`config.mk`:
```
export PLATFORM = sky130hd
export DESIGN_NAME = cache_line_writeback_flat
export DESIGN_NICKNAME = d
export VERILOG_FILES = /design/src/rtl/cache_line_writeback_if.sv /design/src/rtl/cache_line_writeback.sv /design/src/flat_wrapper.sv
export SDC_FILE = /design/constraint.sdc
export NUM_CORES = 1
export LEC_CHECK = 0
export BUFFER_PORTS_ARGS = -buffer_cell sky130_fd_sc_hd__buf_2
export CAP_MARGIN = 25
export CORE_MARGIN = 2
export CORE_UTILIZATION = 54
export CTS_BUF_LIST = sky130_fd_sc_hd__clkbuf_16
export DETAILED_ROUTE_END_ITERATION = 8
export PLACE_DENSITY = 0.88
export RECOVER_POWER = 50
export SETUP_SLACK_MARGIN = 0.3
export SYNTH_ARGS = -nofsm -noshare
export SYNTH_HDL_FRONTEND = slang
export SYNTH_SLANG_ARGS = --single-unit
export TNS_END_PERCENT = 50
```
`constraint.sdc`:
```
create_clock -name clk -period 2.5 [get_ports clk]
set_input_delay 0.25 -clock clk [delete_from_list [all_inputs] [get_ports clk]]
set_output_delay 0.25 -clock clk [all_outputs]
set_load 0.01 [all_outputs]
```
`src/rtl/cache_line_writeback_if.sv`:
```
// Memory-side write beat channel for the cache line writeback engine.
// WB_PARITY_EN adds a per-byte even-parity field aligned with memData.
interface cache_line_writeback_if #(
  parameter int unsigned ADDR_W = 32,
  parameter int unsigned BEAT_W = 32
);
  logic              memValid;
  logic              memReady;
  logic [ADDR_W-1:0] memAddr;
  logic [BEAT_W-1:0] memData;
  logic              memLast;
`ifdef WB_PARITY_EN
  logic [BEAT_W/8-1:0] memParity;
`endif

  modport master (
    output memValid,
    input  memReady,
    output memAddr,
    output memData,
`ifdef WB_PARITY_EN
    output memParity,
`endif
    output memLast
  );

  modport slave (
    input  memValid,
    output memReady,
    input  memAddr,
    input  memData,
`ifdef WB_PARITY_EN
    input  memParity,
`endif
    input  memLast
  );
endinterface

```
`src/rtl/cache_line_writeback.sv`:
```
// Snapshots one cache line on start and streams it out as valid/ready beats.
// Optional macro WB_PARITY_EN drives per-byte even parity on the beat channel.
module cache_line_writeback #(
  parameter int unsigned LINE_W = 256,
  parameter int unsigned BEAT_W = 32,
  parameter int unsigned ADDR_W = 32
) (
  input  logic                  clk,
  input  logic                  reset,
  input  logic                  start,
  input  logic [ADDR_W-1:0]     lineAddr,
  input  logic [LINE_W-1:0]     lineData,
  output logic                  busy,
  output logic                  done,
  cache_line_writeback_if.master mem
);

  localparam int unsigned BEATS      = LINE_W / BEAT_W;
  localparam int unsigned BEAT_IDX_W = (BEATS > 1) ? $clog2(BEATS) : 1;
  localparam int unsigned LINE_BYTES = LINE_W / 8;
  localparam logic [ADDR_W-1:0]     ADDR_MASK  = ~ADDR_W'(LINE_BYTES - 1);
  localparam logic [ADDR_W-1:0]     BEAT_BYTES = ADDR_W'(BEAT_W / 8);
  localparam logic [BEAT_IDX_W-1:0] LAST_BEAT  = BEAT_IDX_W'(BEATS - 1);

  typedef enum logic [1:0] {StIdle, StSend, StDone} state_e;

  state_e                state;
  logic [BEAT_IDX_W-1:0] beat;
  logic [LINE_W-1:0]     shadow;

  logic [BEAT_IDX_W-1:0] beatSel;
  logic [LINE_W-1:0]     srcLine;
  logic [BEAT_W-1:0]     nextData;

  // Beat that will be presented after the coming edge: beat 0 of the incoming
  // line on accept, otherwise the successor of the beat currently on the bus.
  always_comb begin
    beatSel  = (state == StIdle) ? '0 : beat + 1'b1;
    srcLine  = (state == StIdle) ? lineData : shadow;
    nextData = srcLine[beatSel*BEAT_W +: BEAT_W];
  end

`ifdef WB_PARITY_EN
  function automatic logic [BEAT_W/8-1:0] byteParity(input logic [BEAT_W-1:0] d);
    logic [BEAT_W/8-1:0] p;
    p = '0;
    for (int i = 0; i < int'(BEAT_W / 8); i++) begin
      p[i] = ^d[8*i +: 8];
    end
    return p;
  endfunction
`endif

  always_ff @(posedge clk) begin
    if (!reset) begin
      state        <= StIdle;
      beat         <= '0;
      shadow       <= '0;
      busy         <= 1'b0;
      done         <= 1'b0;
      mem.memValid <= 1'b0;
      mem.memLast  <= 1'b0;
      mem.memAddr  <= '0;
      mem.memData  <= '0;
`ifdef WB_PARITY_EN
      mem.memParity <= '0;
`endif
    end else begin
      case (state)
        StIdle: begin
          done <= 1'b0;
          if (start) begin
            state        <= StSend;
            shadow       <= lineData;
            beat         <= '0;
            busy         <= 1'b1;
            mem.memValid <= 1'b1;
            mem.memData  <= nextData;
            mem.memAddr  <= lineAddr & ADDR_MASK;
            mem.memLast  <= (beatSel == LAST_BEAT);
`ifdef WB_PARITY_EN
            mem.memParity <= byteParity(nextData);
`endif
          end
        end
        StSend: begin
          // memValid is always high here, so memReady alone marks a handshake.
          if (mem.memReady) begin
            if (beat == LAST_BEAT) begin
              state        <= StDone;
              done         <= 1'b1;
              mem.memValid <= 1'b0;
              mem.memLast  <= 1'b0;
              mem.memData  <= '0;
              mem.memAddr  <= '0;
`ifdef WB_PARITY_EN
              mem.memParity <= '0;
`endif
            end else begin
              beat        <= beatSel;
              mem.memData <= nextData;
              mem.memAddr <= mem.memAddr + BEAT_BYTES;
              mem.memLast <= (beatSel == LAST_BEAT);
`ifdef WB_PARITY_EN
              mem.memParity <= byteParity(nextData);
`endif
            end
          end
        end
        StDone: begin
          state <= StIdle;
          done  <= 1'b0;
          busy  <= 1'b0;
        end
        default: state <= StIdle;
      endcase
    end
  end

endmodule

```
`src/flat_wrapper.sv`:
```
// flat-port wrapper written by rule: the top's interface ports become plain ports
module cache_line_writeback_flat 
#(
  parameter int unsigned LINE_W = 256,
  parameter int unsigned BEAT_W = 32,
  parameter int unsigned ADDR_W = 32
)
  (clk, reset, start, lineAddr, lineData, busy, done, mem_memValid, mem_memReady, mem_memAddr, mem_memData, mem_memLast);
  cache_line_writeback_if #(.ADDR_W(ADDR_W), .BEAT_W(BEAT_W)) mem_i ();
  input  logic clk;
  input  logic reset;
  input  logic start;
  input  logic [ADDR_W-1:0] lineAddr;
  input  logic [LINE_W-1:0] lineData;
  output logic busy;
  output logic done;
  output wire logic [$bits(mem_i.memValid)-1:0] mem_memValid;
  input wire logic [$bits(mem_i.memReady)-1:0] mem_memReady;
  output wire logic [$bits(mem_i.memAddr)-1:0] mem_memAddr;
  output wire logic [$bits(mem_i.memData)-1:0] mem_memData;
  output wire logic [$bits(mem_i.memLast)-1:0] mem_memLast;
  assign mem_memValid = mem_i.memValid;
  assign mem_i.memReady = mem_memReady;
  assign mem_memAddr = mem_i.memAddr;
  assign mem_memData = mem_i.memData;
  assign mem_memLast = mem_i.memLast;
  cache_line_writeback #(.LINE_W(LINE_W), .BEAT_W(BEAT_W), .ADDR_W(ADDR_W)) u_core (.clk(clk), .reset(reset), .start(start), .lineAddr(lineAddr), .lineData(lineData), .busy(busy), .done(done), .mem(mem_i));
endmodule
```
==> metrics.csv, run 1 <==
metric,value,unit
yosys-mux-area-fraction,7.52,%
reg2reg_depth,8,
first_pass_iters,9,
routabilityCongestion,0.984,
clkLatencyLatePin,520,ps
run_status,"complete, but fails checks",
drive_above_1_share,18.6,%
powerDensity,666,nW/um2
core,26100,um2
synth_edf_count,0,
fin_crit_sh,99.0,%
worstSetupStartpointType,flop,
violations,hold timing,
reg2reg_slack,20,ps
layout_min_cycle_time,2480,ps
crit_required,2900,ps
setup.worst_path.class,reg2reg,
finClkSkew,32.3,ps
cts_tree,done,
synthesis.area,14300,um2
crit_path_end_kind,flop,
finalSetupViolations,0,
grt_pass1_vias,16300,
port-buffer-count,352,
io_pins,360,
synthAdderAreaFrac,0.262,%
ys_seq_elements,327,
synthArstFlopShare,0,%
path_cells,"ha_4, ha_1, or2_2, or2_4, buf_4, o22ai_1, a221oi_1, o21ai_0",
tns,0,ps
synth.distinct_cells,65,
rsz0062_at_grt,yes,
nNetsFinal,2605,
route.detailed.drc,0,
hold_ws,-0.188,ps
ys.flop_type,dfxtp_1,
max_slew_margin,36.0,%
wl_per_cell,22.3,um
wl,59800,um
die_width,167,um
crit_arrival,2880,ps
final_antenna_net_count,0,
ys_seq_area_share,45.6,%
setup.worst_path.start,u_core.beat[0]$_SDFFE_PN0P_,
synth_top_family_by_area,simple AND/OR/NAND/NOR gates,
grt_start_max_net_pins,190,
synth_compound_area_share,20.1,%
vias_per_cell,6.37,
synthXorXnorAreaFrac,0.0611,%
cts_sinks,327,
htree_levels,2,
yosys_warnings,0,
clockBufferDepth,3,
r2r-start,u_core.beat[0]$_SDFFE_PN0P_,
place_hpwl,31400,um
finalHoldViolCount,1,
hold_class,in2reg,
vias,17100,
syn_inst,1815,
grt_pass1_wl,87000,um
clk_pin_slew_worst_paths,60,ps
rows,59,
grt_use_total,39.2,%
die_y,167,um
grt_overflow,0,
cts-root-buf,clkbuf_16,
worst_path_max_delay_cell,ha_1,
fill_cells,1658,
slowest_delay,380,ps
drv_slew,0,
worst_slew_pin_slew,957,ps
irDropWorstVdd,0.639,mV
drv_cap,0,
endpoint,u_core.mem.memData[27]$_SDFFE_PN0P_,
crit_fanout,9,
yosys.area_share.simple,21.8,%
leakage,0.00777,uW
grt_antenna_before_repair,13,
die-area,27900,um2
rr_endpoint,u_core.mem.memData[27]$_SDFFE_PN0P_,
max_freq,404,MHz
syn_avg_cell_area,7.90,um2
drt_iter0_markers,2705,
cts_buffers,35,
areaGrowthSynthToFinish,36.8,%
start_util,55.0,%
[worst max-delay path: cells and delay by family, from the launching register on]
| family | cells | cell delay, ps |
|---|---|---|
| adders and majority gates | 2 | 560 |
| buffers and inverters | 1 | 220 |
| DFF | 1 | 360 |
| AOI/OAI and AO/OA | 3 | 550 |
| and+or+nand+nor | 2 | 660 |
[cell families after synthesis]
kind of cell | after synthesis
xor gates and xnor gates | 1
and+or+nand+nor | 739
DFF | 327
muxes | 105
buffers and inverters | 152
adders and majority gates | 3
AOI/OAI and AO/OA | 487
other | 1
[synthesized netlist by cell type, types with 3 or more instances]
library cell / n / share of area, %
nand2_1: 573 / 15
dfxtp_1: 327 / 46
a21oi_1: 293 / 10
mux2i_1: 83 / 5.8
clkbuf_1: 79 / 2.1
buf_2: 57 / 2.0
nor2_1: 44 / 1.2
a221oi_1: 43 / 2.6
o21ai_0: 39 / 1.4
o22ai_1: 30 / 1.3
nand3_1: 29 / 1.0
mux2_2: 22 / 1.7
nor2b_1: 18 / 0.79
a211oi_1: 16 / 0.84
nor3_1: 12 / 0.42
a22o_1: 11 / 0.67
nand4_1: 11 / 0.48
and3_1: 10 / 0.44
nor3b_1: 10 / 0.52
o22a_1: 10 / 0.61
buf_1: 7 / 0.18
o21ai_1: 7 / 0.24
a22oi_1: 6 / 0.31
a31oi_1: 5 / 0.22
and4_1: 5 / 0.31
and2_1: 4 / 0.17
o211ai_1: 4 / 0.21
or4_1: 4 / 0.21
a21boi_0: 3 / 0.16
buf_4: 3 / 0.16
ha_1: 3 / 0.26
nand2b_1: 3 / 0.13
[registers in the layout, summed over array words and instances (netlist names)]
name / flops
u_core.shadow: 256
u_core.mem.memData: 32
u_core.mem.memAddr: 30
u_core.beat: 3
u_core.state: 2
u_core.busy: 1
u_core.done: 1
u_core.mem.memLast: 1
u_core.mem.memValid: 1
[report_power, final]
group / leakage (uW) / total (uW) / switching, uW / internal, uW
Sequential: 0.00268 / 5810 / 266 / 5550
Combinational: 0.00454 / 2220 / 1290 / 930
Clock: 0.000543 / 5040 / 2180 / 2860
[routing by layer]
metal	up-vias	share of wire (%)	track usage (%)	routed length, um
li1	7289	-	-	-
met1	7786	34	42.5	20300
met2	1498	45	64.3	27000
met3	485	11	10.7	6680
met4	2	9.6	32.0	5760
met5	-	0.022	0	13
[cells in the final DEF, fill, tap and decap left out, types with 17 or more instances in the layout]
cell type,instances
clkbuf_1,67
o22ai_1,27
clkbuf_16,36
o21ai_0,34
buf_2,287
a221oi_1,40
nor2_1,41
buf_4,27
nand2_1,572
nand3_1,29
mux2_2,22
dfxtp_1,326
a21oi_1,293
mux2i_1,80
nor2b_1,17
dlygate4sd3_1,211
[worst min-delay path by stage]
stage                                   startpoint                             endpoint  slack, ps  cells after the start
3_5_place_dp   u_core.mem.memData[11]$_SDFFE_PN0P_  u_core.mem.memData[11]$_SDFFE_PN0P_        440                      2
5_1_grt                                lineData[9]        u_core.shadow[9]$_SDFFE_PN0P_          4                      3
6_report                               lineData[9]        u_core.shadow[9]$_SDFFE_PN0P_       -0.2                      3
3_3_place_gp    u_core.mem.memData[9]$_SDFFE_PN0P_   u_core.mem.memData[9]$_SDFFE_PN0P_        430                      2
2_1_floorplan                        lineData[130]      u_core.shadow[130]$_SDFFE_PN0P_        390                      2
4_1_cts                              lineData[185]      u_core.shadow[185]$_SDFFE_PN0P_      0.007                      3
[per-stage QoR]
step	utilization, %	total power (uW)	instances	setup WS, ps	cell area, um2
floorplan	-	6890	1816	570	14300
global placement	62.5	7560	2386	133	16300
detailed placement	62.5	7610	2387	36.7	16300
CTS	74.7	12800	2656	269	19500
global route	75.3	13400	2679	41.9	19600
finish	75.3	13100	2680	23.8	19600
[what timing repair did]
item / in CTS / in global routing
hold endpoints to repair: 208 / 3
resized for setup: 3 / 27
cloned: 1 / 2
setup endpoints to repair: 38 / 281
pin swaps: 1 / 3
hold buffers: 208 / 3
buffers inserted: 0 / 7
[cell type report]
type | count | area [um2] | area share, %
antenna | 12 | 30.0 | 0.153
clock buffer | 35 | 876 | 4.46
clock inverter | 25 | 199 | 1.01
inverter | 3 | 18.8 | 0.0956
multi-input combinational | 1339 | 7280 | 37.1
sequential | 327 | 6550 | 33.4
tap | 335 | 419 | 2.14
timing repair buffer | 604 | 4260 | 21.7
Note: power is estimated with default switching activity, not from simulation.
==> run 2, diff against run 1 <==
- ABC_AREA: unset -> 1
- PLACE_DENSITY: 0.88 -> 0.87
- SETUP_SLACK_MARGIN: 0.3 -> unset
- clock period: 2.5 -> 2.7 ns (I/O delays scaled with it)
==> run 2 against run 1 <==
Compared with the run above:
- the flow still finishes with violations (hold timing)
- clock skew decreased by 5.6 ps
- flip-flop and latch count unchanged
- global-route usage decreased by 3.4 points
- critical path type unchanged
- highest routed layer unchanged
==> metrics.csv, run 2 <==
metric,value,unit
routabilityCongestion,0.905,
worst_slew_pin_slew,1150,ps
grt_pass1_vias,16000,
multi_input_area,7730,um2
wl,55600,um
htree_levels,2,
start_util,55.1,%
synth_area_leader_cell,dfxtp_1,
grt_use_total,35.8,%
slowest_delay,460,ps
powerDensity,685,nW/um2
final_common_cell,nand2_1,
route.detailed.drc,0,
syn_inst,2388,
synth_most_common_cell,nand2_1,
die-area,29900,um2
hold_buffers,24,
ctsResizeCount,0,
irDropWorstVdd,0.474,mV
ys.flop_type,dfxtp_1,
dpl_cell_area,17300,um2
areaGrowthSynthToFinish,20.5,%
die_y,173,um
finalHoldViolCount,2,
cp_num_buf_inv,5,
rows,61,
yosys_warnings,0,
max_freq,420,MHz
leakage,0.00825,uW
cts_buffers,35,
cts_sinks,327,
core,27900,um2
syn_avg_cell_area,6.44,um2
drt_iter0_markers,2192,
hold_class,in2reg,
post-cts-setup-buffers,0,
synth_edf_count,0,
synthesis.area,15400,um2
ys_seq_area_share,42.6,%
drv_slew,0,
grt_pass1_wl,86000,um
final_antenna_net_count,0,
cts_tree,done,
finalSetupViolations,0,
grt_antenna_before_repair,7,
vias,17500,
first_pass_iters,9,
max_slew_margin,23.4,%
tns,0,ps
place_hpwl,38300,um
finClkSkew,26.7,ps
die_width,173,um
crit_required,3100,ps
top_regs,"u_core.shadow x256, u_core.mem.memData x32, u_core.mem.memAddr x30",
clk_pin_slew_worst_paths,60,ps
largest_reg_flops,256,
port-buffer-count,352,
seqCellArea,6550,um2
drive_above_1_share,14.4,%
worst_path_max_delay_cell,clkbuf_2,
rsz0062_at_grt,no,
final_cell_area,18500,um2
wl_per_cell,18.1,um
ys_top_cells_by_area,"dfxtp_1 (43%), nand2_1 (16%), nor2_1 (11%), o21ai_0 (6.9%), nand3_1 (6.0%)",
top_register,u_core.shadow,
drv_cap,0,
crit_fanout,36,
cts-root-buf,clkbuf_16,
fill_cells,2523,
ys_seq_elements,327,
grt_overflow,0,
synth_top_area_share,42.6,%
crit_path_end_kind,flop,
crit_arrival,2790,ps
violations,hold timing,
setup.worst_path.class,reg2reg,
hold_ws,-1.08,ps
path_common_cell,inv_1,
layout_min_cycle_time,2380,ps
netlist_top_cells_count,"nand2_1 (675), nor2_1 (461), dfxtp_1 (327)",
run_status,"complete, but fails checks",
final_cell_mix,"nand2_1 (673), nor2_1 (460), dfxtp_1 (327), buf_2 (285), o21ai_0 (212)",
path_cells,"inv_1, nor2_2, buf_4, nand2_1, nand2_2, clkbuf_2, inv_2, o21bai_1, inv_1",
vias_per_cell,5.71,
nNetsFinal,2955,
grt_start_max_net_pins,168,
crit_family,buffers and inverters,
io_pins,360,
synth.distinct_cells,27,
worstSetupStartpointType,flop,
clkLatencyLatePin,540,ps
clockBufferDepth,3,
place_worst_setup_slack,506,ps
synthArstFlopShare,0,%
fin_crit_sh,88.2,%
setup_ws,319,ps
run 2: stage by stage:
| stage | util (%) | instances | power [uW] |
|---|---|---|---|
| 6_report | 66.4 | 3071 | 12700 |
| 5_1_grt | 66.4 | 3071 | 13200 |
| 4_1_cts | 66.7 | 3065 | 12700 |
| 3_5_place_dp | 61.8 | 2977 | 8000 |
| 3_3_place_gp | 61.8 | 2977 | 7930 |
| 2_1_floorplan | - | 2389 | 7050 |
run 2: metal layers:
| layer | up-vias | global-route usage, % | wire length (um) |
|---|---|---|---|
| met4 | 2 | 21.1 | 3590 |
| met2 | 1061 | 57.9 | 25500 |
| li1 | 8236 | - | - |
| met3 | 196 | 5.61 | 5420 |
| met1 | 8032 | 45.5 | 21100 |
| met5 | - | 0 | 15 |
run 2: layout make-up:
type | count | area share, %
multi-input cells | 1789 | 41.7
flip-flops and latches | 327 | 35.3
repair buffers | 405 | 12.2
clock buffers | 36 | 4.86
well taps | 378 | 2.55
inverters | 102 | 2.12
clock inverters | 28 | 1.17
diodes | 6 | 0.0810
run 2: final timing paths:
| path | start | endpoint | slack [ps] | cells after the start |
|---|---|---|---|---|
| min reg2reg | u_core.shadow[193]$_SDFFE_PN0P_ | u_core.shadow[193]$_SDFFE_PN0P_ | 460 | 2 |
| max | u_core.state[0]$_SDFFE_PN0P_ | u_core.mem.memAddr[9]$_SDFFE_PN0P_ | 320 | 9 |
| max reg2reg | u_core.state[0]$_SDFFE_PN0P_ | u_core.mem.memAddr[9]$_SDFFE_PN0P_ | 320 | 9 |
| min | lineData[97] | u_core.shadow[97]$_SDFFE_PN0P_ | -1 | 3 |
run 2: cell families (layout without fill, tap and decap cells):
logic type	Yosys count	count (layout)	share of synthesized area, %
and+or+nand+nor	1390	1390	36.6
AOI/OAI and AO/OA	392	392	13.1
xor gates and xnor gates	2	2	0.114
DFF	327	327	42.6
other	1	8	0.0244
buffers and inverters	273	571	7.38
adders and majority gates	3	3	0.244
run 2: report_power, final:
group / internal [uW] / switching [uW] / total (uW)
clock network: 2720 / 2010 / 4720
logic: 809 / 1620 / 2430
registers: 5250 / 303 / 5550
total: 8780 / 3930 / 12700
run 2: worst register-to-register path, stage by stage, from the launching register on:
cell      delay [ps]
dfxtp_1          430
inv_1            120
nor2_2           110
buf_4            210
nand2_1           90
nand2_2           70
clkbuf_2         460
inv_2            470
o21bai_1         260
inv_1             50
